==> config.mk <==
export PLATFORM = sky130hd
export DESIGN_NAME = alu_arbiter
export DESIGN_NICKNAME = d
export VERILOG_FILES = /design/src/rtl/alu_arbiter.sv
export SDC_FILE = /design/constraint.sdc
export NUM_CORES = 1
export LEC_CHECK = 0
export BUFFER_PORTS_ARGS = -buffer_cell sky130_fd_sc_hd__buf_2
export CORE_ASPECT_RATIO = 0.75
export CORE_MARGIN = 5
export CORE_UTILIZATION = 40
export CTS_BUF_LIST = sky130_fd_sc_hd__clkbuf_16
export DETAILED_ROUTE_END_ITERATION = 16
export GPL_TIMING_DRIVEN = 0
export PLACE_DENSITY_LB_ADDON = 0.1
export SYNTH_ARGS = -nofsm -noshare
export SYNTH_HDL_FRONTEND = slang
export SYNTH_HIERARCHICAL = 1
export SYNTH_SLANG_ARGS = --single-unit
==> constraint.sdc <==
create_clock -name clock -period 7.3 [get_ports clock]
set_clock_uncertainty 0.05 [all_clocks]
set_input_delay 0 -clock clock [delete_from_list [all_inputs] [get_ports clock]]
set_output_delay 0 -clock clock [all_outputs]
set_load 0.01 [all_outputs]
==> src/rtl/alu_arbiter.sv <==
// Round-robin front end that shares one ALU between the execute stage (port 0)
// and the branch/address unit (port 1), returning results through a one-entry buffer.

module alu (
    input  logic [4:0]  fn_i,
    input  logic [31:0] a_i,
    input  logic [31:0] b_i,
    output logic [31:0] result_o,
    output logic        result_eq_zero_o
);
    // Function codes match the ALU_* values used by the decoder.
    localparam logic [4:0] ALU_ADD  = 5'd0;
    localparam logic [4:0] ALU_SUB  = 5'd1;
    localparam logic [4:0] ALU_SLL  = 5'd2;
    localparam logic [4:0] ALU_SLT  = 5'd3;
    localparam logic [4:0] ALU_SLTU = 5'd4;
    localparam logic [4:0] ALU_XOR  = 5'd5;
    localparam logic [4:0] ALU_SRL  = 5'd6;
    localparam logic [4:0] ALU_SRA  = 5'd7;
    localparam logic [4:0] ALU_OR   = 5'd8;
    localparam logic [4:0] ALU_AND  = 5'd9;

    always_comb begin
        result_o = '0;
        case (fn_i)
            ALU_ADD:  result_o = a_i + b_i;
            ALU_SUB:  result_o = a_i - b_i;
            ALU_SLL:  result_o = a_i << b_i[4:0];
            ALU_SLT:  result_o = {31'b0, $signed(a_i) < $signed(b_i)};
            ALU_SLTU: result_o = {31'b0, a_i < b_i};
            ALU_XOR:  result_o = a_i ^ b_i;
            ALU_SRL:  result_o = a_i >> b_i[4:0];
            ALU_SRA:  result_o = $signed(a_i) >>> b_i[4:0];
            ALU_OR:   result_o = a_i | b_i;
            ALU_AND:  result_o = a_i & b_i;
            default:  result_o = '0;
        endcase
    end

    assign result_eq_zero_o = (result_o == '0);
endmodule

module alu_arbiter #(
    parameter int PIPE_THROUGH = 1
) (
    input  logic        clock,
    input  logic        reset,
    input  logic        req0_valid,
    output logic        req0_ready,
    input  logic [4:0]  req0_fn,
    input  logic [31:0] req0_a,
    input  logic [31:0] req0_b,
    output logic        rsp0_valid,
    input  logic        rsp0_ready,
    input  logic        req1_valid,
    output logic        req1_ready,
    input  logic [4:0]  req1_fn,
    input  logic [31:0] req1_a,
    input  logic [31:0] req1_b,
    output logic        rsp1_valid,
    input  logic        rsp1_ready,
    output logic [31:0] rsp_result,
    output logic        rsp_eq_zero
);
    typedef enum logic {IDLE, HOLD} state_t;

    state_t      state_q, state_d;
    logic        owner_q, owner_d;
    logic        last_q, last_d;
    logic [31:0] result_q, result_d;
    logic        eqz_q, eqz_d;

    logic        owner_rdy, can_accept, winner, accept;
    logic [4:0]  alu_fn;
    logic [31:0] alu_a, alu_b, alu_res;
    logic        alu_eqz;

    assign owner_rdy  = owner_q ? rsp1_ready : rsp0_ready;
    assign can_accept = !reset && ((state_q == IDLE) ||
                        ((PIPE_THROUGH != 0) && (state_q == HOLD) && owner_rdy));

    // On a tie the requester that did not win last time goes first.
    assign winner     = (req0_valid && req1_valid) ? ~last_q : req1_valid;
    assign req0_ready = can_accept && req0_valid && !winner;
    assign req1_ready = can_accept && req1_valid && winner;
    assign accept     = req0_ready || req1_ready;

    assign alu_fn = winner ? req1_fn : req0_fn;
    assign alu_a  = winner ? req1_a  : req0_a;
    assign alu_b  = winner ? req1_b  : req0_b;

    alu u_alu (
        .fn_i             (alu_fn),
        .a_i              (alu_a),
        .b_i              (alu_b),
        .result_o         (alu_res),
        .result_eq_zero_o (alu_eqz)
    );

    always_ff @(posedge clock) begin
        if (reset) state_q <= IDLE;
        else       state_q <= state_d;
    end

    always_comb begin
        state_d = state_q;
        case (state_q)
            IDLE:    if (accept) state_d = HOLD;
            HOLD:    if (!accept && owner_rdy) state_d = IDLE;
            default: state_d = IDLE;
        endcase
    end

    always_comb begin
        rsp0_valid = (state_q == HOLD) && !owner_q;
        rsp1_valid = (state_q == HOLD) && owner_q;
    end

    always_comb begin
        owner_d  = owner_q;
        last_d   = last_q;
        result_d = result_q;
        eqz_d    = eqz_q;
        if (accept) begin
            owner_d  = winner;
            last_d   = winner;
            result_d = alu_res;
            eqz_d    = alu_eqz;
        end
    end

    always_ff @(posedge clock) begin
        if (reset) begin
            owner_q  <= 1'b0;
            last_q   <= 1'b1;
            result_q <= '0;
            eqz_q    <= 1'b0;
        end else begin
            owner_q  <= owner_d;
            last_q   <= last_d;
            result_q <= result_d;
            eqz_q    <= eqz_d;
        end
    end

    assign rsp_result  = result_q;
    assign rsp_eq_zero = eqz_q;
endmodule

==> metrics.cfg <==
[routing]
drc=0
wl_met2_um=28000
ant_nets=0
viasPerCell=6.98
dr_total_vias=16300
drt-met1-wl_um=30300
first_pass_iters=8
route.detailed.wl_per_inst_um=31.8
top_layer=met5
met3WireLength_um=13400
dr.first_iter.drc_count=2921
drt-total-wl_um=74200

[yosys]
syn_inst=1746
synth-seq-cells=36
synth.avg_cell_area_um2=7.00
synth_edf_count=0
synth_cell_types=101
yosysSeqAreaShare_pct=5.90
ys.flop_type=dfxtp_1
ys_warn_count=6
syn_nets=1991
synthArstFlopShare_pct=0
synth_area_um2=12200

[timing]
period_share_pct=98.5
setup_viol=0
hold_viol=0
worst_slack_ns=0.109
slew_headroom_pct=15.2
slew_violations=0
whs_ns=0.0519
period_needed_ns=7.19
worstMarginPinSlew_ns=1.26
tns_ns=0
fmaxAchievable_ghz=0.139
rsz0062_at_grt=false

[worst_hold_path]
min_path_type=primary input to flop

[critical_path]
worstPathRequired_ns=7.48
path_cells=a21bo_2 -> buf_4 -> buf_2 -> nand2_1 -> nand2_2 -> clkbuf_4 -> inv_1 -> clkbuf_1 -> clkbuf_2 -> ha_1 -> inv_1 -> o21bai_1 -> a311oi_1 -> o21ai_0 -> or4b_2 -> a2111oi_0 -> nor2_1 -> mux2_1 -> o22ai_1 -> or4_1 -> nor4_2 -> a22o_2
cp-start-kind=flop
cp-end-kind=flop
slowest_stage=or4b_2
critPathKind=flop to flop
cp_max_fo=11
max_stage_delay_ns=0.66
cpMostUsedCell=inv_1
cp.arrival_ns=7.37

[cts]
clk_pin_slew_worst_paths_ns=0.05
cts_tree=done
clock-sinks=36
cts_buffers=5
cts-root-buf=clkbuf_16
cts_buffer_depth=2
htree_levels=2
clk_latency_ns=0.29

[floorplan]
row_count=55
die_area_um2=34200
die-height_um=161
initial_core_util_pct=40.5
dieWidth_um=212
io_pins=181
core_area_um2=30100

[placement]
place_hpwl_um=60000
port-buffer-count=178
placed_cell_area_um2=13600
place.gp.congestion=1.09
dp_slack_ns=-0.754

[finish]
final_common_cell=nand2_1
final_nets=2177
fill_cells=3186
drive_gt1_share_pct=20.4
fin_util_pct=45.9
post-route-cell-area_um2=13800
area_growth_pct=13.2
multi_input_comb_area_um2=10400
seqCellArea_um2=721
final_cell_mix=nand2_1, buf_2, nor2_1

[power_and_ir_drop]
peakVddDrop_mv=0.0947
powerDensity_nw_per_um2=181
p_leak_nw=6.07

[global_routing]
grt_pass1_vias=14800
grt_pass1_wl_um=105000
track_usage_pct=41.2
grt_max_degree=14
overflow=0
antenna_found_initial=7

[run_status]
status=finished, final reports clean

[flow_run]
maxCapViolCount=0

layout make-up:
type                            instances  area share, %
Timing Repair Buffer                  182           6.76
Clock inverter                          3         0.0995
Buffer                                145           5.05
Sequential cell                        36           5.21
Inverter                              108           2.94
Clock buffer                            5          0.904
Antenna cell                            3         0.0543
Tap cell                              399           3.61
Multi-Input combinational cell       1454           75.4
power breakdown:
group	internal [mW]	switching, mW	leakage (nW)	total [mW]
Clock	0.124	0.0843	0.0710	0.208
Sequential	0.223	0.0172	0.296	0.240
Combinational	0.658	1.40	5.70	2.05
cells in the mapped netlist (9+ instances only):
cell       instances  area share [%]
a31oi_1           16            0.82
a211oi_1          20             1.2
buf_6             10            0.92
mux4_2            62              11
o221ai_1          10            0.72
a211o_1           16             1.1
o31ai_1           17             1.0
ha_1              99              10
o22ai_1           17            0.87
mux2i_1           37             3.0
o211ai_1          33             2.0
o21ai_0           67             2.7
dfxtp_1           36             5.9
nand2b_1          13            0.67
o21ai_1           10            0.41
xnor2_1           15             1.1
inv_1            104             3.2
a21oi_1          118             4.8
a21o_1            14            0.86
and2_1            13            0.67
clkbuf_1          86             2.6
nand2_1          332              10
and3_1             9            0.46
a22oi_1           13            0.80
a311oi_1           9            0.65
a2111oi_0         10            0.72
o2111ai_1         24             1.7
nor4_1            17            0.87
nand3_1           45             1.8
nor2b_1           16            0.82
mux2_2            15             1.4
nor2_1           121             3.7
nand4_1           20             1.0
nor3_1            46             1.9
a221oi_1          13            0.93
buf_2             32             1.3
or3_1              9            0.46
buf_1             13            0.40
a22o_2            31             2.5
layer usage:
layer / GRT usage (%) / vias to the layer above
met4: 10.3 / 10
met3: 18.1 / 193
met5: 0 / -
met2: 54.9 / 1482
li1: - / 6894
met1: 60.0 / 7720
cells by family after synthesis:
family                   synth area share, %
AO/OA/AOI/OAI                           30.8
XOR/XNOR                                1.22
adder cells (fa/ha/maj)                 10.5
buffers and inverters                   9.00
flip-flops                              5.90
multiplexers                            16.5
AND/OR/NAND/NOR                         26.1
state kept, by name, indices dropped and copies added (netlist names):
register / count
last_q: 1
owner_q: 1
rsp_eq_zero: 1
rsp_result: 32
state_q: 1
what timing repair did:
action                                 4_1_cts  5_1_grt
resized for setup                            9        8
cloned                                       0        0
endpoints found under the hold margin        1        0
setup endpoints to repair                    6        2
hold buffers                                 1        0
pin swaps                                    1        0
setup buffers                                2        0
per-stage QoR:
stage,instances,power (mW)
2_1_floorplan,1746,1.46
3_3_place_gp,2323,2.17
3_5_place_dp,2324,2.16
4_1_cts,2335,2.38
5_1_grt,2332,2.58
6_report,2335,2.50
worst max-delay path: cells and delay by family, from the launching register on:
| kind | cells | cell delay, ns |
|---|---|---|
| AO/OA/AOI/OAI | 7 | 1.98 |
| buffers and inverters | 7 | 1.98 |
| adder cells (fa/ha/maj) | 1 | 0.53 |
| flip-flops | 1 | 0.46 |
| multiplexers | 1 | 0.22 |
| AND/OR/NAND/NOR | 6 | 1.87 |
path summary, 6_finish.rpt:
check	start	to	slack, ns	cells after the start
setup / recovery	last_q	rsp_eq_zero	0.11	22
hold / removal	req1_valid	state_q	0.05	3
setup reg to reg	last_q	rsp_eq_zero	0.11	22
hold reg to reg	rsp_result[3]	rsp_result[3]	0.42	1
Power figures use the tool's default switching activity.
